### src/rtl/hash_rs.sv
// hash_rs: reservation station feeding the hash functional unit.
// Buffers dispatched ops in a compacting age queue (index 0 = oldest) until
// both source operands are valid. Missing sources are captured from the CDB.
// The oldest ready op is issued to the FU with a registered one-cycle pulse.
//
// Ports:
//   clk, rst             clock, synchronous active-high reset
//   flush                synchronous flush, discards every entry
//   dispatch_*           op handshake and payload from the dispatcher
//   cdb_valid/id/val     common data bus broadcast (wakeup source)
//   fu_busy              FU stall, blocks issue while high
//   input_transmit       one-cycle issue pulse to the FU
//   operand, depvals, wbs, flags, robid  registered issue payload
//   occupancy            number of valid entries
//
// Optional feature macro: HASH_RS_CDB_BYPASS_EN
//   When defined, select also treats a source being woken by the CDB in the
//   current cycle as ready, giving CDB-to-issue latency of one cycle.
module hash_rs #(
  parameter int unsigned DEPTH  = 4,
  parameter int unsigned TAG_W  = 4,
  parameter int unsigned DATA_W = 8
) (
  input  logic                       clk,
  input  logic                       rst,
  input  logic                       flush,
  input  logic                       dispatch_valid,
  output logic                       dispatch_ready,
  input  logic [7:0]                 dispatch_operand,
  input  logic [2*TAG_W-1:0]         dispatch_depids,
  input  logic [1:0]                 dispatch_depready,
  input  logic [2*DATA_W-1:0]        dispatch_depvals,
  input  logic [7:0]                 dispatch_wbs,
  input  logic [7:0]                 dispatch_flags,
  input  logic [TAG_W-1:0]           dispatch_robid,
  input  logic                       cdb_valid,
  input  logic [TAG_W-1:0]           cdb_id,
  input  logic [DATA_W-1:0]          cdb_val,
  input  logic                       fu_busy,
  output logic                       input_transmit,
  output logic [7:0]                 operand,
  output logic [2*DATA_W-1:0]        depvals,
  output logic [7:0]                 wbs,
  output logic [7:0]                 flags,
  output logic [TAG_W-1:0]           robid,
  output logic [$clog2(DEPTH+1)-1:0] occupancy
);

  localparam int unsigned OCC_W = $clog2(DEPTH+1);

  typedef struct packed {
    logic                   valid;
    logic [1:0]             rdy;
    logic [1:0][TAG_W-1:0]  tag;
    logic [1:0][DATA_W-1:0] val;
    logic [7:0]             operand;
    logic [7:0]             wbs;
    logic [7:0]             flags;
    logic [TAG_W-1:0]       robid;
  } entry_t;

  entry_t ents  [DEPTH];
  entry_t woken [DEPTH];
  entry_t nxt   [DEPTH];
  entry_t new_ent;

  logic                   cand_found;
  int                     sel_idx;
  logic [7:0]             cand_operand;
  logic [1:0][DATA_W-1:0] cand_val;
  logic [7:0]             cand_wbs;
  logic [7:0]             cand_flags;
  logic [TAG_W-1:0]       cand_robid;

  logic             issue;
  logic             accept;
  logic [OCC_W-1:0] occ_after;
  logic [OCC_W-1:0] occ_next;
  logic             ready_next;

  // CDB wakeup applied to every waiting source of every valid entry
  always_comb begin
    for (int i = 0; i < int'(DEPTH); i++) begin
      woken[i] = ents[i];
      for (int s = 0; s < 2; s++) begin
        if (ents[i].valid && !ents[i].rdy[s] && cdb_valid && (cdb_id == ents[i].tag[s])) begin
          woken[i].rdy[s] = 1'b1;
          woken[i].val[s] = cdb_val;
        end
      end
    end
  end

  // Oldest-ready select; scanning downward leaves the lowest index selected
  always_comb begin
    cand_found   = 1'b0;
    sel_idx      = 0;
    cand_operand = '0;
    cand_val     = '0;
    cand_wbs     = '0;
    cand_flags   = '0;
    cand_robid   = '0;
    for (int i = int'(DEPTH) - 1; i >= 0; i--) begin
`ifdef HASH_RS_CDB_BYPASS_EN
      if (woken[i].valid && (&woken[i].rdy)) begin
`else
      if (ents[i].valid && (&ents[i].rdy)) begin
`endif
        cand_found   = 1'b1;
        sel_idx      = i;
        cand_operand = woken[i].operand;
        cand_val     = woken[i].val;
        cand_wbs     = woken[i].wbs;
        cand_flags   = woken[i].flags;
        cand_robid   = woken[i].robid;
      end
    end
  end

  assign issue  = cand_found && !fu_busy;
  assign accept = dispatch_valid && dispatch_ready;

  // Incoming entry; a same-cycle CDB hit on a missing source is captured
  always_comb begin
    new_ent         = '0;
    new_ent.valid   = 1'b1;
    new_ent.operand = dispatch_operand;
    new_ent.wbs     = dispatch_wbs;
    new_ent.flags   = dispatch_flags;
    new_ent.robid   = dispatch_robid;
    for (int s = 0; s < 2; s++) begin
      new_ent.tag[s] = dispatch_depids[s*TAG_W +: TAG_W];
      new_ent.val[s] = dispatch_depvals[s*DATA_W +: DATA_W];
      if (dispatch_depready[s]) begin
        new_ent.rdy[s] = 1'b1;
      end else if (cdb_valid && (cdb_id == new_ent.tag[s])) begin
        new_ent.rdy[s] = 1'b1;
        new_ent.val[s] = cdb_val;
      end
    end
  end

  // Compaction: entries above the issued slot shift down, then the new op
  // lands at the first free slot left after the shift
  always_comb begin
    occ_after = occupancy - OCC_W'(issue);
    occ_next  = occ_after + OCC_W'(accept);
    for (int i = 0; i < int'(DEPTH); i++) begin
      nxt[i] = woken[i];
    end
    for (int i = 0; i < int'(DEPTH) - 1; i++) begin
      if (issue && (i >= sel_idx)) begin
        nxt[i] = woken[i+1];
      end
    end
    if (issue) begin
      nxt[DEPTH-1] = '0;
    end
    for (int i = 0; i < int'(DEPTH); i++) begin
      if (accept && (OCC_W'(i) == occ_after)) begin
        nxt[i] = new_ent;
      end
    end
    ready_next = (occ_next < OCC_W'(DEPTH));
  end

  // State and registered issue outputs; flush behaves exactly like reset
  always_ff @(posedge clk) begin
    if (rst || flush) begin
      for (int i = 0; i < int'(DEPTH); i++) begin
        ents[i] <= '0;
      end
      occupancy      <= '0;
      dispatch_ready <= 1'b1;
      input_transmit <= 1'b0;
      operand        <= '0;
      depvals        <= '0;
      wbs            <= '0;
      flags          <= '0;
      robid          <= '0;
    end else begin
      for (int i = 0; i < int'(DEPTH); i++) begin
        ents[i] <= nxt[i];
      end
      occupancy      <= occ_next;
      dispatch_ready <= ready_next;
      input_transmit <= issue;
      if (issue) begin
        operand <= cand_operand;
        depvals <= cand_val;
        wbs     <= cand_wbs;
        flags   <= cand_flags;
        robid   <= cand_robid;
      end
    end
  end

endmodule

### config.mk
export PLATFORM = sky130hd
export DESIGN_NAME = hash_rs
export DESIGN_NICKNAME = d
export VERILOG_FILES = /design/src/rtl/hash_rs.sv
export SDC_FILE = /design/constraint.sdc
export NUM_CORES = 1
export LEC_CHECK = 0
export ABC_AREA = 1
export BUFFER_PORTS_ARGS = -buffer_cell sky130_fd_sc_hd__buf_2
export CORE_MARGIN = 4
export CORE_UTILIZATION = 45
export DETAILED_ROUTE_END_ITERATION = 7
export HOLD_SLACK_MARGIN = 0.06
export PLACE_DENSITY = 0.71
export SETUP_SLACK_MARGIN = 0.05
export SYNTH_ARGS = -nofsm -noshare
export SYNTH_HDL_FRONTEND = slang
export SYNTH_SLANG_ARGS = --single-unit
### constraint.sdc
create_clock -name clk -period 3.05 [get_ports clk]
set_clock_uncertainty 0.15 [all_clocks]
set_input_delay 0 -clock clk [delete_from_list [all_inputs] [get_ports clk]]
set_output_delay 0 -clock clk [all_outputs]
set_load 0.05 [all_outputs]
======== Yosys cells after proc, flatten, opt, wreduce, memory -nomap -nowiden ========
Memories as Yosys holds them, arrays and structs flattened.
Index checks and enable logic that the tools add are counted.
word-level totals
  register bits ........................... 49
  RAM bits ................................ 220
  output and inout bits ................... 49
  word-level logic and storage cells ...... 153
  memories kept ........................... 1
operators by class
  $add $sub $neg .......................... 2
  order comparisons ....................... 4
  equality and inequality tests ........... 13
  muxes and demuxes ....................... 67
  bitwise gates (word level) .............. 4
  reduce and logical (&&, ||, !) cells .... 54
memory list
  name  words  width  rd ports  clocked after memory_dff  wr ports  line  text
  ents  4      55     4         0                         4         62    entry_t ents [DEPTH];
operators by type and width
  cell                                                                   count
  55-bit 2-to-1 mux                                                      12
  8-bit 2-to-1 mux                                                       24
  32-bit 2-to-1 mux                                                      3
  16-bit 2-to-1 mux                                                      4
  4-bit == test                                                          10
  1-bit logical AND                                                      39
  1-bit by 32-bit >= comparator with 1-bit output, first input constant  1
  2-bit by 32-bit >= comparator with 1-bit output, first input constant  1
  3-bit by 32-bit >= comparator with 1-bit output, first input constant  1
  1-bit 2-to-1 mux                                                       19
  4-bit 2-to-1 mux                                                       4
  1-bit logical NOT                                                      9
  2-bit AND reduction                                                    4
  2-bit by 3-bit == test with 1-bit output, first input constant         2
  1-bit OR                                                               4
  3-bit by 1-bit adder with 3-bit output                                 1
  1-bit by 3-bit == test with 1-bit output, first input constant         1
  3-bit logical NOT                                                      1
  3-bit less-than comparator, second input constant                      1
  3-bit by 1-bit subtractor with 3-bit output                            1
  2-bit 2-to-1 mux                                                       1
  1-bit logical OR                                                       1

======== Longest topological paths before layout ========
An unclocked memory read counts as a cell.
  word-level depth ........................ 13
  gate-level depth with buffers ........... 22

======== Worst setup path after synthesis ========
OpenSTA, ideal clock, no wires.
  path type ............................... flip-flop to flip-flop
  start point ............................. mem ents[0][54] (netlist name)
  end point ............................... mem ents[2][42] (netlist name)
  setup time .............................. 128 ps
  arrival ................................. 2695 ps
  required time ........................... 2772 ps
  path slack .............................. 77 ps
  stages on the path, launching flop included .. 20
  path buffers ............................ 3
  period minus slack after synthesis ...... 2973 ps
  path through ............................ dfxtp_1 nand3_4 nand2_4 nand2_2 o21ai_4 a21oi_4 inv_4 buf_2 ha_1 ha_1 nor3_2 inv_1 buf_2 nand2_4 inv_2 buf_4 nand2_1 nand2_1 nor2_1 nor2_1
RTL lines
  what                line
  start: declaration  62

==> flow_summary.json <==
{
  "outcome": "completed",
  "place_ws_ps": -279,
  "clkLatencyLatePin_ps": 570,
  "slew_headroom": 0.269,
  "ir_drop_mv": 0.416,
  "critPathLaunchType": "flop",
  "antenna_left": 0,
  "p_sw_frac": 0.237,
  "crit_fanout": 14,
  "rsz0062_at_grt": "true",
  "rows": 65,
  "slew_violations": 0,
  "die_y_um": 189,
  "areaGrowthSynthToFinish_pct": 20.9,
  "critPathBufInv": 4,
  "synth_nets": 2350,
  "viasPerCell": 5.64,
  "dieArea_um2": 35600,
  "path_class": "reg2reg",
  "initial_core_util": 0.460,
  "worst_pin_slew_ps": 1100,
  "ys_warn_count": 0,
  "cts-root-buf": "clkbuf_16",
  "min_period_over_period": 0.947,
  "p_clk_frac": 0.498,
  "grt_pass1_wl_um": 82000,
  "antenna_cells_inserted": 0,
  "cp_cell_sequence": "nand3_4 -> nand2_4 -> nand2_2 -> o21ai_4 -> a21oi_4 -> inv_4 -> ha_1 -> ha_4 -> inv_1 -> nand2_1 -> nand2_1 -> inv_1 -> nand2_1 -> inv_2 -> nor2_4 -> nand2_1 -> a21oi_1",
  "async_flop_share": 0,
  "intPower_uw": 6440,
  "fin_crit_ps": 2890,
  "syn_area_um2": 14700,
  "setup_viol": 0,
  "seq_power_share": 0.423,
  "cp.arrival_ps": 3230,
  "cp-end-kind": "flop",
  "syn_area_per_cell_um2": 6.45,
  "drive_gt1_frac": 0.119,
  "fillers": 3156,
  "power_density_nw_per_um2": 476,
  "h-tree-depth": 1,
  "power.net_switching_uw": 2000,
  "antenna_found_initial": 0,
  "cp_slowest_cell": "nor2_4",
  "synth_area_leaders": "dfxtp_1 37%, nand2_1 15%, nor2_1 7.9%",
  "ys_ff_latch": 269,
  "port_buffers": 120,
  "fp.coreArea_um2": 31900,
  "slowest_delay_ps": 550,
  "grt_max_degree": 117,
  "synth_flop_cell": "dfxtp_1",
  "grt-ovfl-total": 0,
  "post-dp-hpwl_um": 34200,
  "whs_ps": 124,
  "comb_power_share": 0.080,
  "cts_buffer_depth": 3,
  "multi_input_area_um2": 7710,
  "cts_tree": "built",
  "wl_per_cell_um": 18.3,
  "yosysSeqAreaShare": 0.367,
  "die_w_um": 189,
  "cp_top_family": "simple AND/OR/NAND/NOR gates",
  "hold_path.class": "in2reg",
  "synth_top_area_cell": "dfxtp_1",
  "setup_ws_ps": 160,
  "hold_viol": 0,
  "synth_top_area_frac": 0.367,
  "synth.distinct_cells": 43,
  "drc_errors": 0,
  "clock_sinks": 269,
  "clk_pin_slew_ps": 60,
  "drt-initial-drc-count": 1602,
  "synthCells": 2276,
  "p_leak_uw": 0.00734,
  "vias": 16300,
  "gp_congestion": 0.971,
  "numCtsBuffers": 31,
  "io_pins": 121,
  "synth-edff-count": 0,
  "crit_top_cell": "nand2_1",
  "max_freq_mhz": 346,
  "cap_viol_max_count": 0,
  "first_global_vias": 15100,
  "drt-pass1-iter-count": 6,
  "grt_usage": 0.282,
  "register_area_um2": 5390,
  "critPathRequiredTime_ps": 3390,
  "final_nets": 2506,
  "wl_um": 52900
}
timing repair:
action                                  in CTS  in global routing
endpoints found under the setup margin     183                169
hold buffers                                75                  0
pin swaps                                    1                  2
cloned                                       1                  2
hold endpoints to repair                   266                  0
gates resized for setup                      3                 18
buffers inserted                             0                  2
power by group through the flow:
stage               Clock, uW  Combinational [uW]  Sequential [uW]
floorplan                   0                 325             3650
global placement            0                 566             3650
detailed placement          0                 573             3650
CTS                      4230                 650             3570
global route             4390                 722             3570
finish                   4200                 672             3570
path summary, 6_finish.rpt:
kind / end / startpoint / cells after the start / slack [ps]
min reg2reg: ents[3][27] / ents[3][27] / 2 / 310
max reg2reg: ents[3][9] / ents[0][52] / 17 / 160
max: ents[3][9] / ents[0][52] / 17 / 160
min: ents[3][8] / dispatch_flags[4] / 4 / 120
layout make-up:
class	count	area share
clock inverter	13	0.0139
clock buffer	44	0.0516
tap	435	0.0307
inverter	285	0.0614
timing repair buffer	247	0.104
sequential	269	0.304
multi-input combinational	1598	0.435
synth_stat cells, types with 2 or more instances:
cell type and count:
xnor2_1 2, o31ai_1 28, and2_1 8, o21ai_1 28, nor2_2 11, buf_2 41
nand4_1 64, nand3_1 177, a21oi_2 8, dfxtp_1 269, buf_6 4, a21oi_1 92
nand3_2 9, o21ai_0 90, buf_4 6, o211ai_1 21, inv_1 274, clkinv_1 2
nor3_1 48, xor2_1 8, clkbuf_1 67, a211oi_1 16, a221oi_1 21, inv_2 8
a21oi_4 3, o221ai_1 5, buf_1 9, nor3_2 3, o22ai_1 12, a31oi_1 41
nand2_1 569, xnor2_2 6, ha_1 2, nor2_1 309, nand2_4 2, a22oi_1 5
nand2_2 2
cells by family after synthesis:
family	Yosys count	share of synthesized area
and+or+nand+nor	1206	0.351
DFF	269	0.367
xor gates and xnor gates	16	0.0126
AOI/OAI and AO/OA	371	0.155
buffers and inverters	412	0.113
adders and majority gates	2	0.00171
registers in the layout, indices dropped and copies added (netlist names), 3 cells and up:
register	count
robid	4
operand	8
occupancy	3
ents	220
wbs	8
flags	8
depvals	16
cell usage in the layout (no fill, tap or decap), types with 64 or more instances in the layout:
| master | n |
|---|---|
| nand3_1 | 177 |
| dlygate4sd3_1 | 75 |
| nor2_1 | 308 |
| nand2_1 | 567 |
| dfxtp_1 | 269 |
| nand4_1 | 64 |
| buf_2 | 120 |
| o21ai_0 | 90 |
| inv_1 | 273 |
| a21oi_1 | 92 |
metrics by stage:
step / instances / area, um2 / TNS (ps) / utilization / total power, uW
2_1_floorplan: 2276 / 14700 / 0 / - / 3970
3_3_place_gp: 2754 / 15700 / -1830 / 0.493 / 4210
3_5_place_dp: 2754 / 15700 / -17880 / 0.493 / 4220
4_1_cts: 2887 / 17700 / 0 / 0.554 / 8450
5_1_grt: 2891 / 17700 / 0 / 0.557 / 8680
6_report: 2891 / 17700 / 0 / 0.557 / 8440
worst register-to-register path, cell delays in order (launching register included):
cell and delay [ps]:
dfxtp_1 330, nand3_4 100, nand2_4 50, nand2_2 90
o21ai_4 70, a21oi_4 150, inv_4 40, ha_1 200
ha_4 160, inv_1 50, nand2_1 50, nand2_1 160
inv_1 100, nand2_1 120, inv_2 160, nor2_4 550
nand2_1 120, a21oi_1 170
layer usage:
layer,share of wire,track usage,up-vias
met3,0.087,0.0354,138
met5,0,0,-
met2,0.46,0.464,815
li1,-,-,7727
met1,0.41,0.378,7619
met4,0.039,0.112,0
Power figures use the tool's default switching activity.
